<file path="src/rtl/gen_scheduler.sv">
// gen_scheduler: decides when the Game of Life board advances a generation
// or reloads from a seed. The ping-pong buffer flips only on a frame tick, so
// the renderer never shows a half-written board.
// Optional feature macro: GEN_SCHED_STATS_EN (generation counter + sample pulse).
module gen_scheduler #(
    parameter int FRAME_CNT_W         = 6,
    parameter int GEN_CNT_W           = 16,
    parameter int MAX_SPEED           = 32,
    parameter int SPEED_W             = 5,
    parameter int LOG_NUM_SEED        = 3,
    parameter int GRAPH_SAMPLE_PERIOD = 2
) (
    input  logic                    clk_in,
    input  logic                    rst_n_in,
    input  logic                    vsync_in,
    input  logic [SPEED_W-1:0]      speed_in,
    input  logic                    pause_in,
    input  logic                    step_in,
    input  logic                    seed_load_in,
    input  logic [LOG_NUM_SEED-1:0] seed_idx_in,
    input  logic                    update_done_in,
    input  logic                    seed_done_in,
    output logic                    update_start_out,
    output logic                    seed_start_out,
    output logic [LOG_NUM_SEED-1:0] seed_idx_out,
    output logic                    buffer_sel_out,
    output logic                    busy_out,
    output logic [GEN_CNT_W-1:0]    gen_count_out,
    output logic                    sample_out
);

    typedef enum logic [1:0] {IDLE, SEED, RUN, SWAP} state_t;

    state_t                  state_q, state_d;
    logic                    vsync_q, tick_q;
    logic [FRAME_CNT_W-1:0]  frame_cnt_q, frame_cnt_d;
    logic                    pend_q, pend_d;
    logic [LOG_NUM_SEED-1:0] pend_idx_q, pend_idx_d;
    logic [LOG_NUM_SEED-1:0] seed_idx_q, seed_idx_d;
    logic                    buf_q, buf_d;
    logic                    upd_start_q, upd_start_d;
    logic                    seed_start_q, seed_start_d;
    logic [FRAME_CNT_W-1:0]  fpg;
    logic                    seed_req;

    // Frames per generation; speed is sampled live every comparison.
    assign fpg      = FRAME_CNT_W'(MAX_SPEED) - FRAME_CNT_W'(speed_in);
    // A fresh pulse in IDLE counts as a request just like a queued one.
    assign seed_req = pend_q | seed_load_in;

`ifdef GEN_SCHED_STATS_EN
    logic                 reseed_q, reseed_d;
    logic [GEN_CNT_W-1:0] gen_q, gen_d;
    logic                 sample_q, sample_d;
`endif

    // Next-state logic: scheduling FSM, seed queueing and buffer flip.
    always_comb begin
        state_d      = state_q;
        frame_cnt_d  = frame_cnt_q;
        pend_d       = pend_q;
        pend_idx_d   = pend_idx_q;
        seed_idx_d   = seed_idx_q;
        buf_d        = buf_q;
        upd_start_d  = 1'b0;
        seed_start_d = 1'b0;
`ifdef GEN_SCHED_STATS_EN
        reseed_d     = reseed_q;
        gen_d        = gen_q;
        sample_d     = 1'b0;
`endif
        // Requests arriving while busy collapse into one; latest index wins.
        if (state_q != IDLE && seed_load_in) begin
            pend_d     = 1'b1;
            pend_idx_d = seed_idx_in;
        end
        case (state_q)
            IDLE: begin
                if (tick_q && frame_cnt_q != '1)
                    frame_cnt_d = frame_cnt_q + 1'b1;
                if (seed_req) begin
                    state_d      = SEED;
                    seed_idx_d   = seed_load_in ? seed_idx_in : pend_idx_q;
                    seed_start_d = 1'b1;
                    pend_d       = 1'b0;
                end else if ((!pause_in && frame_cnt_q >= fpg) || (pause_in && step_in)) begin
                    state_d     = RUN;
                    upd_start_d = 1'b1;
                    frame_cnt_d = '0;
                end
            end
            SEED: begin
                // Done coincident with our own start pulse is stale.
                if (seed_done_in && !seed_start_q) begin
                    state_d  = SWAP;
`ifdef GEN_SCHED_STATS_EN
                    reseed_d = 1'b1;
`endif
                end
            end
            RUN: begin
                if (update_done_in && !upd_start_q)
                    state_d = SWAP;
            end
            SWAP: begin
                if (tick_q) begin
                    state_d     = IDLE;
                    buf_d       = ~buf_q;
                    frame_cnt_d = '0;
`ifdef GEN_SCHED_STATS_EN
                    if (reseed_q) begin
                        gen_d    = '0;
                        reseed_d = 1'b0;
                    end else begin
                        gen_d    = gen_q + 1'b1;
                        sample_d = ((32'(gen_d)) % GRAPH_SAMPLE_PERIOD) == 0;
                    end
`endif
                end
            end
            default: state_d = IDLE;
        endcase
    end

    // State and output registers with synchronous reset.
    always_ff @(posedge clk_in) begin
        if (!rst_n_in) begin
            state_q      <= IDLE;
            vsync_q      <= 1'b1;
            tick_q       <= 1'b0;
            frame_cnt_q  <= '0;
            pend_q       <= 1'b0;
            pend_idx_q   <= '0;
            seed_idx_q   <= '0;
            buf_q        <= 1'b0;
            upd_start_q  <= 1'b0;
            seed_start_q <= 1'b0;
        end else begin
            state_q      <= state_d;
            vsync_q      <= vsync_in;
            tick_q       <= vsync_q & ~vsync_in;
            frame_cnt_q  <= frame_cnt_d;
            pend_q       <= pend_d;
            pend_idx_q   <= pend_idx_d;
            seed_idx_q   <= seed_idx_d;
            buf_q        <= buf_d;
            upd_start_q  <= upd_start_d;
            seed_start_q <= seed_start_d;
        end
    end

`ifdef GEN_SCHED_STATS_EN
    // Generation statistics registers.
    always_ff @(posedge clk_in) begin
        if (!rst_n_in) begin
            reseed_q <= 1'b0;
            gen_q    <= '0;
            sample_q <= 1'b0;
        end else begin
            reseed_q <= reseed_d;
            gen_q    <= gen_d;
            sample_q <= sample_d;
        end
    end
    assign gen_count_out = gen_q;
    assign sample_out    = sample_q;
`else
    assign gen_count_out = '0;
    assign sample_out    = 1'b0;
`endif

    assign update_start_out = upd_start_q;
    assign seed_start_out   = seed_start_q;
    assign seed_idx_out     = seed_idx_q;
    assign buffer_sel_out   = buf_q;
    assign busy_out         = (state_q != IDLE);

endmodule

</file>
<file path="config.mk">
export PLATFORM = sky130hd
export DESIGN_NAME = gen_scheduler
export DESIGN_NICKNAME = d
export VERILOG_FILES = /design/src/rtl/gen_scheduler.sv
export SDC_FILE = /design/constraint.sdc
export NUM_CORES = 1
export LEC_CHECK = 0
export ABC_AREA = 1
export CORE_ASPECT_RATIO = 1.1
export CORE_MARGIN = 2
export CORE_UTILIZATION = 48
export CTS_CLUSTER_SIZE = 20
export DETAILED_ROUTE_END_ITERATION = 10
export PLACE_DENSITY_LB_ADDON = 0.1
export SYNTH_ARGS = -nofsm -noshare
export SYNTH_HDL_FRONTEND = slang
export SYNTH_SLANG_ARGS = --single-unit
</file>
<file path="constraint.sdc">
create_clock -name clk_in -period 2.3 [get_ports clk_in]
set_input_delay 0.46 -clock clk_in [delete_from_list [all_inputs] [get_ports clk_in]]
set_output_delay 0.46 -clock clk_in [all_outputs]
set_load 0.02 [all_outputs]
</file>
==> run summary, run 1 <==
Run status: completed
Worst-Skew Late Latency: 0.30 ns
Total track usage: 17.62%
MaxCap Viol Count: 0
Sequential power share: 33.2%
Yosys top cell area share: 27.52%
Pleak: 0.8426 nW
Hold Vio Cnt, Final: 0
Int Power: 794.8 uW
H-tree Lvls: 1
Port bufs: 22
Netlist cell types: 28
Clock sinks: 20
Fill count: 266
Crit path buf inv count: 3
WL final: 2.800 mm
Worst hold-check path type: flip-flop to flip-flop
CTS tree: done
Mux cell area share after synthesis: 0%
Final hold slack: 0.4142 ns
DP Cell Count: 260
GRT busiest layer: met2
Pins over their slew limit: 0
RSZ-0062 raised after global routing: false
Final Skew: 0.003207 ns
Fmax: 0.4660 GHz
Comb power frac: 52.3%
Reg2reg start: frame_cnt_q[0]
Clock Tree Buf Depth: 2
Met1 Use GR: 19.95%
Crit. End Element: output port
Final global-route overflow total: 0
Die height: 61.75 um
Total CTS buffers: 3
Hold Buf Count CTS: 0
Vias in the first global route: 1287
DRC violations left: 0
Post-Synth Simple-Gate Area: 28.89%
Top Ports: 40
First-pass GRT wire length: 4.926 mm
Post-DP HPWL: 2.263 mm
Mapped Area: 1455 sq um
CP required: 1.84 ns
Clock group share of total power: 14.6%
Yosys warns: 0
Compound-Gate Fraction of Synth Area: 11.26%
Library cell with the largest summed area after synthesis: dfxtp_1
Main combinational cell family by area after synthesis: simple AND/OR/NAND/NOR gates
Cell count after synthesis: 204
CP top delay family: buffers and inverters
Setup Viol. Count Final: 0
Final min period: 2.146 ns
Pwr/cell area: 807.4 nW/um^2
CTS clock-pin slew for the worst setup and hold paths: 0.11 ns
Clock Tree Root: clkbuf_4
Post-DR vias/cell: 4.883
Sequential area share after synthesis: 27.52%
Synth top area cells: dfxtp_1 (28%), nand2_1 (11%), ha_1 (10%)
Flops & latches, synth: 20
Initial antenna violation count: 0
Synth Area in Adders: 10.32%
Grt met2 use: 33.89%
Initial DRC Count: 42
Hold path start: vsync_q
Layout Nets: 260
Crit path kind: flip-flop to output port
Switching part of the total: 43.16%
Wire length per cell: 10.61 um
Layout area overhead: 19.00%
Commonest non-fill, non-tap cell in the layout: nand2_1
Final Instance Area: 1732 sq um
Fin cells: 264
Site Rows: 20
Largest net degree at the start of global routing: 12
CP Launch Type: flip-flop
TritonRoute pass-1 iters: 4
ANT nets after route: 0
Critical path arrival: 1.69 ns
Placed cell area: 1670 sq um
Post-CTS Setup Inserts: 0
Critical-path cell list: inv_1 > ha_1 > inv_2 > clkdlybuf4s50_1
CP max FO: 3
P_sw: 603.5 uW
Synth Area in XOR/XNOR: 3.611%
Fin Setup TNS: 0 ns
Slowest-stage cell, CP: clkdlybuf4s50_1
CP max stage delay: 0.60 ns
Gpl congestion: 0.7926
Max VDD drop: 0.0006862 V
Antenna cell count: 0
Initial core utilization: 51.46%
Die width: 56.50 um
Layout cells sized above 1: 13.42%
Period utilisation layout: 93.30%
Core area: 2828 sq um
M3 GR Usage: 1.449%
Most frequent cells in the layout: nand2_1 (41), inv_1 (30), clkdlybuf4s50_1 (21), dfxtp_1 (20), conb_1 (17)
Post-cts sizing count: 0
CP Launch Point: state_q[0]
Syn avg cell area: 7.133 sq um
Die ar.: 3488 sq um
Vias: 1289
## through the flow
step	utilization (%)	setup slack (ns)	power, mW
finish	61.24	0.1542	1.398
global route	61.24	0.002505	1.503
CTS	60.35	0.1338	1.386
detailed placement	59.07	-0.1986	1.180
global placement	59.07	-0.1284	1.157
floorplan	-	0.4211	0.9825
## synthesized netlist by cell type
cell	count
a21o_1	1
a21oi_1	16
a21oi_2	3
buf_2	1
buf_4	17
clkbuf_1	1
clkinv_1	1
conb_1	1
dfxtp_1	20
ha_1	12
inv_1	31
inv_2	2
nand2_1	42
nand2_2	1
nand3_1	11
nand3_2	2
nand3_4	1
nand3b_4	1
nand4_1	2
nor2_1	13
nor2_2	2
nor2_4	3
nor2_8	1
nor3_1	2
o21ai_0	5
o21ai_1	5
or2_1	1
xor2_1	6
## cell families (layout without fill, tap and decap cells)
logic type               count (synthesis)  in the layout
flip-flops                              20             20
adder cells (fa/ha/maj)                 12             12
other                                    1             17
AND/OR/NAND/NOR                         82             82
AO/OA/AOI/OAI                           30             30
XOR/XNOR                                 6              6
buffers and inverters                   53             64
## layout make-up
type	count	area (sq um)	area share, %
multi-input combinational	147	873.3	50.43
clock buffer	4	36.28	2.095
inverter	34	127.6	7.370
sequential	20	400.4	23.12
tap	33	41.29	2.384
timing repair buffer	26	252.7	14.60
## routing by layer
layer,part of all wire [%],vias to the layer above,wire [um]
met3,3.3,5,92
met5,0,-,0
met2,50,32,1399
met1,45,591,1258
met4,1.8,0,51
li1,-,661,-
## worst paths after layout
path	slack, ns	endpoint	cells past startpoint
min	0.41	tick_q	2
min reg2reg	0.41	tick_q	2
max	0.15	busy_out	4
max reg2reg	0.72	frame_cnt_q[3]	11
## power groups by stage
stage               sequential (mW)  clock, mW  combinational (mW)
floorplan                     0.491          0               0.492
global placement              0.469          0               0.687
detailed placement            0.472          0               0.708
CTS                           0.464      0.210               0.713
global route                  0.473      0.216               0.813
finish                        0.464      0.204               0.731
## worst register-to-register path, stage by stage (launching register included)
cell	delay (ns)
dfxtp_1	0.44
inv_1	0.10
ha_1	0.28
inv_1	0.03
nand2_1	0.04
nand2_1	0.04
nand2_1	0.07
nand2_1	0.06
nand2_2	0.09
nand3_4	0.13
nand3_1	0.12
a21oi_1	0.06
## sequential cells by signal (all words and copies together), names as in the netlist
name	count
frame_cnt_q	6
seed_idx_out	3
update_start_out	1
vsync_q	1
buffer_sel_out	1
pend_q	1
seed_start_out	1
tick_q	1
pend_idx_q	3
state_q	2
No activity file was read; power rests on OpenSTA's default activity.
==> inputs of run 2 (changes only) <==
--- a/config.mk
+++ b/config.mk
@@ -8,7 +8,7 @@
 export ABC_AREA = 1
 export CORE_ASPECT_RATIO = 1.1
 export CORE_MARGIN = 2
-export CORE_UTILIZATION = 48
+export CORE_UTILIZATION = 35
 export CTS_CLUSTER_SIZE = 20
 export DETAILED_ROUTE_END_ITERATION = 10
 export PLACE_DENSITY_LB_ADDON = 0.1
==> run 2 against run 1 <==
Against the previous run:
- combinational power fell by 3.0%
- first-iteration DRC count fell by 29%
- clock-buffer cell count did not move
- sequential cell count did not move
- critical path depth rose by 9
- register-to-register slack improved by 0.03 ns
- utilization fell by 17 points
- via count fell by 7.2%
- setup slack improved by 0.0083 ns
- global-route usage fell by 4.5 points
- total power rose by 3.1%
- critical path type is now input port to flip-flop
- highest routed layer unchanged
==> run summary, run 2 (synthesized netlist as in run 1, its figures left out) <==
Run status: completed
Place WS: -0.1759 ns (+0.02263 ns)
CTS tree: done
M3 GR Usage: 3.454% (+2.0 points)
Final global-route overflow total: 0 (unchanged)
ANT nets after route: 0 (unchanged)
Max reg flops: 6 (unchanged)
Largest net degree at the start of global routing: 12 (unchanged)
Gpl congestion: 0.6871 (-13%)
Setup Viol. Count Final: 0 (unchanged)
Hold Path End: tick_q
Initial core utilization: 36.43% (-15 points)
Final min period: 2.138 ns (-0.008308 ns)
Top Ports: 40 (unchanged)
Period utilisation layout: 92.93% (-0.36 points)
Post-CTS Setup Inserts: 0 (unchanged)
Initial DRC Count: 30 (-29%)
Core area: 3994 sq um (+41%)
Worst hold-check path type: flip-flop to flip-flop
Largest reg by FF count: frame_cnt_q
Antenna cell count: 0 (unchanged)
Crit. End Element: flip-flop
Pins over their slew limit: 0 (unchanged)
Clock group share of total power: 18.4% (+3.8 points)
Total CTS buffers: 3 (unchanged)
Fmax: 0.4678 GHz (+0.39%)
H-tree Lvls: 1 (unchanged)
Critical-path cell list: clkdlybuf4s50_1 > inv_1 > ha_2 > nand3_1 > xor2_1 > ha_1 > nand2_1 > a21oi_1 > nor2_1 > nand2_2 > nand3_4 > nand3_2 > a21oi_1
WL final: 2.792 mm (-0.29%)
Fin Setup TNS: 0 ns (unchanged)
Max VDD drop: 0.0006067 V (-12%)
Clock sinks: 20 (unchanged)
Slowest-stage cell, CP: clkdlybuf4s50_1
Total power: 1.441 mW (+3.1%)
TritonRoute pass-1 iters: 4 (unchanged)
Die ar.: 4690 sq um (+34%)
Worst-Skew Late Latency: 0.26 ns (-0.04 ns)
WHS Path Cells: 2 (unchanged)
Site Rows: 24 (+20%)
Switching part of the total: 42.37% (-0.79 points)
Final Skew: 0.007156 ns (+0.003949 ns)
Crit path kind: input port to flip-flop
CP top delay family: simple AND/OR/NAND/NOR gates
DRC violations left: 0 (unchanged)
R2R Setup Slk: 0.75 ns (+0.03 ns)
Layout Nets: 259 (-0.38%)
Critical path arrival: 2.27 ns (+0.58 ns)
Layout cells sized above 1: 13.04% (-0.38 points)
Hold Vio Cnt, Final: 0 (unchanged)
Hold Buf Count CTS: 0 (unchanged)
Total track usage: 13.14% (-4.5 points)
Int Power: 830.5 uW (+4.5%)
Post-cts sizing count: 0 (unchanged)
Pleak: 0.8570 nW (+1.7%)
Post-DR vias/cell: 4.241 (-13%)
Final WS setup: 0.1625 ns (+0.008308 ns)
Sequential power share: 32.4% (-0.8 points)
Vias in the first global route: 1100 (-15%)
CP max stage delay: 0.39 ns (-0.21 ns)
Reg2reg end: frame_cnt_q[2]
P_sw: 610.6 uW (+1.2%)
Layout area overhead: 22.01%
Wire length per cell: 9.901 um (-6.7%)
First-pass GRT wire length: 4.857 mm (-1.4%)
MaxCap Viol Count: 0 (unchanged)
Most used cell, CP: a21oi_1
CTS clock-pin slew for the worst setup and hold paths: 0.08 ns (-0.03 ns)
GRT busiest layer: met2
Clock Tree Root: clkbuf_8
Reg2reg start: state_q[0]
Grt met2 use: 19.73% (-14 points)
Die height: 71.63 um (+16%)
Post-DP HPWL: 2.200 mm (-2.8%)
Most frequent cells in the layout: nand2_1 (41), inv_1 (31), dfxtp_1 (20), clkdlybuf4s50_1 (20), conb_1 (17)
Pwr/cell area: 811.7 nW/um^2 (+0.52%)
Die width: 65.48 um (+16%)
RSZ-0062 raised after global routing: false
Crit path buf inv count: 2 (-1)
Clock Tree Buf Depth: 2 (unchanged)
CP max FO: 7 (+4)
CP Launch Type: input port
Commonest non-fill, non-tap cell in the layout: nand2_1
Hold path start: vsync_q
Vias: 1196 (-7.2%)
CP required: 2.43 ns (+0.59 ns)
Reg2Reg Depth: 7 (-4)
Initial antenna violation count: 0 (unchanged)
Comb power frac: 49.2% (-3.1 points)
Port bufs: 22 (unchanged)
Met1 Use GR: 18.12% (-1.8 points)
[run 2: changes by cell type in the layout (fill, tap and decap cells not counted), sizes merged]
cell	before	now
buf	4	3
clkdlybuf4s50	21	20
dlymetal6s2s	1	2
[run 2: worst max path at each step]
stage / startpoint / to / slack [ns] / depth (start not counted)
2_1_floorplan: speed_in[0] / state_q[0] / 0.42 / 12
3_3_place_gp: speed_in[0] / frame_cnt_q[5] / -0.13 / 13
3_5_place_dp: speed_in[0] / frame_cnt_q[3] / -0.18 / 13
4_1_cts: state_q[0] / busy_out / 0.07 / 4
6_report: speed_in[1] / frame_cnt_q[5] / 0.16 / 13
5_1_grt: speed_in[1] / frame_cnt_q[5] / 0.02 / 13
[run 2: area by class of cell]
| type | count | area [sq um] |
|---|---|---|
| Clock buffer | 4 | 55.05 |
| Fill cell | 414 | 2218 |
| Inverter | 34 | 127.6 |
| Multi-Input combinational cell | 147 | 879.6 |
| Sequential cell | 20 | 400.4 |
| Tap cell | 52 | 65.06 |
| Timing Repair Buffer | 25 | 247.7 |
[run 2: through the flow]
stage | hold WS [ns] | area (sq um) | instances | util (%)
6_report | 0.4112 | 1775 | 282 | 44.45
5_1_grt | 0.4318 | 1775 | 282 | 44.45
4_1_cts | 0.4126 | 1742 | 282 | 43.61
3_5_place_dp | 0.4010 | 1687 | 278 | 42.23
3_3_place_gp | 0.3984 | 1687 | 278 | 42.23
2_1_floorplan | 0.3936 | 1515 | 220 | -
[run 2: power by group through the flow]
stage | combinational, mW | clock, mW | sequential (mW)
6_report | 0.709 | 0.265 | 0.466
2_1_floorplan | 0.492 | 0 | 0.491
3_3_place_gp | 0.691 | 0 | 0.475
3_5_place_dp | 0.685 | 0 | 0.472
4_1_cts | 0.691 | 0.275 | 0.466
5_1_grt | 0.796 | 0.284 | 0.478
[run 2: tightest hold or removal path, delay by kind of cell (launching register included)]
| kind | cells | cell delay, ns |
|---|---|---|
| flops | 1 | 0.30 |
| simple gates | 1 | 0.03 |
| buf+inv | 1 | 0.04 |
[run 2: routing by layer]
layer	part of all wire (%)	wire (um)
met3	5.8	161
met4	1.1	32
met2	44	1223
met1	49	1374
met5	0	0
==> inputs of run 3 (changes only) <==
--- a/config.mk
+++ b/config.mk
@@ -6,11 +6,13 @@
 export NUM_CORES = 1
 export LEC_CHECK = 0
 export ABC_AREA = 1
+export ABC_CLOCK_PERIOD_IN_PS = 2300
 export CORE_ASPECT_RATIO = 1.1
 export CORE_MARGIN = 2
 export CORE_UTILIZATION = 35
 export CTS_CLUSTER_SIZE = 20
 export DETAILED_ROUTE_END_ITERATION = 10
+export GPL_ROUTABILITY_DRIVEN = 0
 export PLACE_DENSITY_LB_ADDON = 0.1
 export SYNTH_ARGS = -nofsm -noshare
 export SYNTH_HDL_FRONTEND = slang
==> results of run 3 <==
No change in the layout: final DEF, timing and power equal those of run 2.
